File: src/rtl/pipe_stage_reg.sv
// -----------------------------------------------------------------------------
// pipe_stage_reg
//
// Reusable inter-stage pipeline register for the pipelined RV32 core. Carries a
// control bundle and a data payload across a stage boundary with a valid/ready
// handshake, NCLR independent flush sources and a defined bubble encoding.
//
// Optional feature macro: PIPE_STAGE_SKID_EN
//   defined   : two-entry storage (main + skid). in_ready is a register equal
//               to !skid_valid, so there is no combinational out_ready ->
//               in_ready path and stop-go back-pressure keeps full throughput.
//   undefined : single entry. in_ready = !out_valid | out_ready
//               (combinational).
//
// Ports
//   clk        in   1       clock, rising edge
//   rst        in   1       asynchronous active-high reset
//   clr        in   NCLR    flush requests, any bit at logic 1 flushes
//   in_valid   in   1       upstream beat present
//   in_ready   out  1       stage accepts a beat this cycle
//   in_ctrl    in   CTRL_W  upstream control bundle
//   in_data    in   DATA_W  upstream payload
//   out_valid  out  1       stage presents a valid beat
//   out_ready  in   1       downstream accepts the beat this cycle
//   out_ctrl   out  CTRL_W  control bundle, BUBBLE_CTRL when out_valid=0
//   out_data   out  DATA_W  payload, zero after reset/flush, held when empty
//   flush_cnt  out  16      saturating count of flushes that discarded a beat
// -----------------------------------------------------------------------------
module pipe_stage_reg #(
    parameter int                 DATA_W      = 96,
    parameter int                 CTRL_W      = 20,
    parameter int                 NCLR        = 2,
    parameter logic [CTRL_W-1:0]  BUBBLE_CTRL = '0
) (
    input  logic              clk,
    input  logic              rst,
    input  logic [NCLR-1:0]   clr,
    input  logic              in_valid,
    output logic              in_ready,
    input  logic [CTRL_W-1:0] in_ctrl,
    input  logic [DATA_W-1:0] in_data,
    output logic              out_valid,
    input  logic              out_ready,
    output logic [CTRL_W-1:0] out_ctrl,
    output logic [DATA_W-1:0] out_data,
    output logic [15:0]       flush_cnt
);

    logic              main_valid_reg, main_valid_next;
    logic [CTRL_W-1:0] main_ctrl_reg,  main_ctrl_next;
    logic [DATA_W-1:0] main_data_reg,  main_data_next;
    logic [15:0]       flush_cnt_reg,  flush_cnt_next;

    logic push;
    logic pop;
    logic flush;

`ifdef PIPE_STAGE_SKID_EN
    logic              skid_valid_reg, skid_valid_next;
    logic [CTRL_W-1:0] skid_ctrl_reg,  skid_ctrl_next;
    logic [DATA_W-1:0] skid_data_reg,  skid_data_next;
    logic              in_ready_reg,   in_ready_next;

    assign in_ready = in_ready_reg;
`else
    // Single entry: accept when empty or when the held beat leaves this cycle.
    assign in_ready = !main_valid_reg || out_ready;
`endif

    assign push  = in_valid && in_ready;
    assign pop   = main_valid_reg && out_ready;
    // An X on a clr bit makes this X, which the if() below treats as no flush.
    assign flush = |clr;

    always_comb begin
        main_valid_next = main_valid_reg;
        main_ctrl_next  = main_ctrl_reg;
        main_data_next  = main_data_reg;
        flush_cnt_next  = flush_cnt_reg;
`ifdef PIPE_STAGE_SKID_EN
        skid_valid_next = skid_valid_reg;
        skid_ctrl_next  = skid_ctrl_reg;
        skid_data_next  = skid_data_reg;
`endif

        if (flush) begin
            main_valid_next = 1'b0;
            main_ctrl_next  = BUBBLE_CTRL;
            main_data_next  = '0;
`ifdef PIPE_STAGE_SKID_EN
            skid_valid_next = 1'b0;
            // Count only flushes that actually threw a beat away.
            if ((main_valid_reg || skid_valid_reg || push) && (flush_cnt_reg != 16'hFFFF))
                flush_cnt_next = flush_cnt_reg + 16'd1;
`else
            if ((main_valid_reg || push) && (flush_cnt_reg != 16'hFFFF))
                flush_cnt_next = flush_cnt_reg + 16'd1;
`endif
        end else begin
            if (!main_valid_reg || pop) begin
`ifdef PIPE_STAGE_SKID_EN
                // Skid holds the older beat, so it must refill main first.
                // in_ready was low while skid was full, so no push can collide.
                if (skid_valid_reg) begin
                    main_valid_next = 1'b1;
                    main_ctrl_next  = skid_ctrl_reg;
                    main_data_next  = skid_data_reg;
                    skid_valid_next = 1'b0;
                end else
`endif
                if (push) begin
                    main_valid_next = 1'b1;
                    main_ctrl_next  = in_ctrl;
                    main_data_next  = in_data;
                end else begin
                    // Going empty: bubble control, payload keeps last value.
                    main_valid_next = 1'b0;
                    main_ctrl_next  = BUBBLE_CTRL;
                end
            end
`ifdef PIPE_STAGE_SKID_EN
            else if (push) begin
                skid_valid_next = 1'b1;
                skid_ctrl_next  = in_ctrl;
                skid_data_next  = in_data;
            end
`endif
        end
    end

`ifdef PIPE_STAGE_SKID_EN
    always_comb begin
        in_ready_next = !skid_valid_next;
    end
`endif

    always_ff @(posedge clk or posedge rst) begin
        if (rst) begin
            main_valid_reg <= 1'b0;
            main_ctrl_reg  <= BUBBLE_CTRL;
            main_data_reg  <= '0;
            flush_cnt_reg  <= 16'd0;
`ifdef PIPE_STAGE_SKID_EN
            skid_valid_reg <= 1'b0;
            skid_ctrl_reg  <= BUBBLE_CTRL;
            skid_data_reg  <= '0;
            in_ready_reg   <= 1'b1;
`endif
        end else begin
            main_valid_reg <= main_valid_next;
            main_ctrl_reg  <= main_ctrl_next;
            main_data_reg  <= main_data_next;
            flush_cnt_reg  <= flush_cnt_next;
`ifdef PIPE_STAGE_SKID_EN
            skid_valid_reg <= skid_valid_next;
            skid_ctrl_reg  <= skid_ctrl_next;
            skid_data_reg  <= skid_data_next;
            in_ready_reg   <= in_ready_next;
`endif
        end
    end

    assign out_valid = main_valid_reg;
    assign out_ctrl  = main_ctrl_reg;
    assign out_data  = main_data_reg;
    assign flush_cnt = flush_cnt_reg;

endmodule
File: config.mk
export PLATFORM = sky130hd
export DESIGN_NAME = pipe_stage_reg
export DESIGN_NICKNAME = d
export VERILOG_FILES = /design/src/rtl/pipe_stage_reg.sv
export SDC_FILE = /design/constraint.sdc
export NUM_CORES = 1
export LEC_CHECK = 0
export ABC_AREA = 1
export CORE_MARGIN = 2
export CORE_UTILIZATION = 24
export DETAILED_ROUTE_END_ITERATION = 10
export SYNTH_ARGS = -nofsm -noshare
export SYNTH_HDL_FRONTEND = slang
export SYNTH_SLANG_ARGS = --single-unit
File: constraint.sdc
create_clock -name clk -period 5.2 [get_ports clk]
set_input_delay 1.04 -clock clk [delete_from_list [all_inputs] [get_ports clk]]
set_output_delay 1.04 -clock clk [all_outputs]
set_load 0.1 [all_outputs]
# ---- Word level (Yosys, flattened, before mapping)
# Cells that the tools add are included.
dict set report classes {
  order_cmp 0
  n_bitwise 0
  multipliers 0
  muxes 9
  shift 0
  n_eq_ne 1
  reduce_logical 12
  n_addsub 1
  div 0
}
# operator n
set ops {}
lappend ops {{96-bit two-way mux} 3}
lappend ops {{20-bit two-way mux} 3}
lappend ops {{16-bit by 1-bit adder with 16-bit output (second input constant)} 1}
lappend ops {{16-bit != test (second input constant)} 1}
lappend ops {{2-bit AND reduction} 2}
lappend ops {{2-bit nonzero test} 2}
lappend ops {{1-bit logical AND} 3}
lappend ops {{1-bit logical OR} 3}
lappend ops {{1-bit two-way mux} 3}
lappend ops {{2-bit OR reduction} 1}
lappend ops {{1-bit logical NOT} 1}
dict set report totals {
  regBits 133
  memories 0
  latchBits 0
  ram_bits 0
  romBits 0
  elab_cells 27
}

# ---- Longest topological paths before layout
dict set report depth {
  word_depth 6
  mapped_depth 10
  depth_no_buf 9
}

# ---- Worst setup path before layout
# No wires, ideal clock.
dict set report synth_path {
  kind {input-to-output}
  start {input port out_ready}
  end {output port in_ready}
  t_arrival_ns 1.712
  path_buffers 0
  path_stages 2
  slack_ns 2.448
  t_required_ns 4.160
  cell_sequence {nor2_1 > inv_1}
}
dict set report synth_between {
  elab_chain_cells 1
}
# item line
set synth_rtl {}
lappend synth_rtl {{start: declaration} 43} ;# input logic out_ready,
lappend synth_rtl {{1-bit logical OR} 67} ;# assign in_ready = !main_valid_reg || out_ready;
lappend synth_rtl {{end: declaration} 39} ;# output logic in_ready,
# No other way between the ends.

# ---- Final worst setup path
# Same ends and word-level chain as after synthesis.

==> impl_metrics.py <==
metrics = {
    "run_status": {
        "status": "finished, final reports clean",
    },
    "placement": {
        "place_ws_ns": 1.69,
        "dp.final_hpwl_um": 11900,
        "routabilityCongestion": 0.756,
        "portBuffers": 255,
        "placed_area_um2": 8540,
    },
    "logic_synthesis": {
        "synth_cell_types": 22,
        "synth_edf_count": 0,
        "syn_area_um2": 5710,
        "dominantRegCellSynth": "dfrtp_1",
        "synthArstFlopShare": 1.00,
        "syn_avg_cell_area_um2": 8.71,
        "synth_nets": 778,
        "synth.yosys.seq_area_share": 0.583,
        "synth_area_leader_cell": "dfrtp_1",
        "synthCells": 655,
        "yosys-top-cells-area": "dfrtp_1 (58%), nand3_1 (12%), inv_1 (9.1%)",
        "yosysTopAreaCellShare": 0.583,
        "synth-seq-cells": 133,
        "ys_warn_count": 0,
    },
    "critical_path": {
        "crit_fanout": 17,
        "crit_chain": "clkdlybuf4s50_1 -> nor2_1 -> buf_4 -> inv_1 -> buf_4",
        "worstPathArrival_ns": 2.49,
        "cpLargestDelayFamily": "buffers and inverters",
        "r2r_setup_slack_ns": 3.16,
        "crit_type": "in2out",
        "critPathBufInv": 4,
        "r2r-start": "out_valid",
        "crit_top_cell": "buf_4",
        "max_stage_delay_ns": 0.39,
        "critPathRequiredTime_ns": 4.16,
        "startpoint_type": "primary input",
        "r2r-end": "out_ctrl[14]",
        "critPathCaptureType": "output port",
        "crit_cells": 5,
        "cp_slowest_cell": "clkdlybuf4s50_1",
        "r2r_cells": 6,
    },
    "timing": {
        "fin_crit_ns": 3.53,
        "setup_violations": 0,
        "finalHoldViolations": 0,
        "tns_ns": 0,
        "fmax_ghz": 0.284,
        "setup_ws_ns": 1.67,
        "skew_ns": 0.00875,
        "slew_violations": 0,
        "slew_headroom": 0.303,
        "period_share": 0.678,
        "rsz0062_at_grt": "no",
        "tightest_slew_ns": 1.04,
    },
    "hold_path": {
        "whs_path_depth": 2,
        "hp-class": "reg2reg",
        "hold_end": "out_ctrl[11]",
        "worstHoldStart": "out_ctrl[11]",
    },
    "route": {
        "routed_wl_um": 17400,
        "avgRoutedWirePerCell_um": 14.2,
        "routed_via_density": 4.24,
        "drt_drc_violations_left": 0,
        "drtIter0Drc": 252,
        "drtAntennaViolNets": 0,
        "dr.pass1.iters": 4,
        "vias": 5193,
    },
    "final_layout": {
        "postLayoutCellArea_um2": 9130,
        "final_net_count": 1019,
        "area_delta_synth_final_pct": 60.0,
        "multi_input_area_um2": 1680,
        "fin_util": 0.390,
        "seq_area_um2": 3330,
        "fill_cells": 2396,
        "n_antenna_cell": 0,
        "drive_above_1_share": 0.0518,
        "largest_reg_flops": 96,
    },
    "clock_tree": {
        "path_clk_slew_ns": 0.06,
        "cts_hold_buf": 0,
        "clock-sinks": 133,
        "cts_buffers": 17,
        "clkLatencyLatePin_ns": 0.41,
        "post_cts_buffers": 0,
        "cts_resized": 0,
        "root_buffer": "clkbuf_16",
        "clockBufferDepth": 2,
        "cts_max_level": 4,
        "cts_tree": "done",
    },
    "global_route": {
        "antenna_found_initial": 0,
        "grt_pass1_wl_um": 26500,
        "grt_overflow": 0,
        "grt_pass1_vias": 5031,
        "grt_usage": 0.137,
        "grt_max_degree": 107,
    },
    "power_and_ir_drop": {
        "powerDensity_nw_per_um2": 347,
        "max-vdd-ir-drop_v": 0.000159,
        "power_leakage_uw": 0.00389,
    },
    "floorplanning": {
        "start_util": 0.244,
        "core_region_area_um2": 23400,
        "core.rowCount": 56,
        "die-area_um2": 25000,
        "die_x_um": 158,
        "io_pins": 256,
        "die_y_um": 158,
    },
    "job": {
        "maxCapViolCount": 0,
    },
}
-- layout by cell type, fill, tap and decap left out, drive strengths merged --
cell,instances
o21ai,117
buf,8
clkdlybuf4s50,254
dfrtp,133
a21oi,1
clkinvlp,1
nand3,141
clkinv,7
nand2,59
nor3,1
nor2,18
nand4,1
xor2,2
bufinv,3
ha,1
inv,140
clkbuf,18
xnor2,2
-- worst register-to-register path, stage by stage, from the launching register on --
cell,delay [ns]
dfrtp_1,0.39
inv_1,0.05
nor2_1,0.38
buf_4,0.32
inv_1,0.10
nand3_1,0.47
o21ai_0,0.20
-- Yosys cell counts (2+ instances only) --
library cell and number:
o21ai_0 95, nand2_1 58, nor2_1 13, o21ai_1 22, nand3_1 141, dfrtp_1 133, inv_1 138, buf_2 16
nor2_2 3, xor2_1 2, xnor2_1 2, clkbuf_1 14, nor2_4 2, buf_1 7, buf_6 2
-- worst max-delay path by stage --
stage	start	to	slack, ns
3_5_place_dp	out_ready	in_ready	1.69
6_report	out_ready	in_ready	1.67
3_3_place_gp	out_ready	in_ready	1.68
4_1_cts	out_ready	in_ready	1.67
2_1_floorplan	rst	flush_cnt[0]	0.61
5_1_grt	out_ready	in_ready	1.58
-- where the power goes --
group | total (uW) | internal, uW | switching, uW
clock network | 1230 | 764 | 470
registers | 1140 | 1090 | 47.3
logic | 792 | 216 | 576
-- logic make-up after synthesis --
family                   share of synthesized area
flip-flops                                   0.583
XOR/XNOR                                   0.00614
AND/OR/NAND/NOR                              0.181
buffers and inverters                        0.125
AO/OA/AOI/OAI                                0.103
adder cells (fa/ha/maj)                    0.00219
-- per-layer routing --
metal  vias to the layer above  track usage  wire [um]
met5                         -            0          0
met4                         0       0.0416        180
met3                        12       0.0580       1900
met2                       198        0.220       7980
met1                      2417        0.167       7300
li1                       2566            -          -
-- through the flow --
stage,hold slack [ns],total power (uW),cells
2_1_floorplan,0.972,1700,655
3_3_place_gp,0.489,1950,1196
3_5_place_dp,0.503,1960,1196
4_1_cts,0.516,3220,1226
5_1_grt,0.544,3300,1226
6_report,0.507,3160,1226
-- final cells by class --
class / count / area share
Clock buffer: 18 / 0.0481
Inverter: 139 / 0.0577
Multi-Input combinational cell: 343 / 0.184
Clock inverter: 12 / 0.0171
Tap cell: 319 / 0.0437
Sequential cell: 133 / 0.364
Timing Repair Buffer: 262 / 0.285
Power figures use the tool's default switching activity.
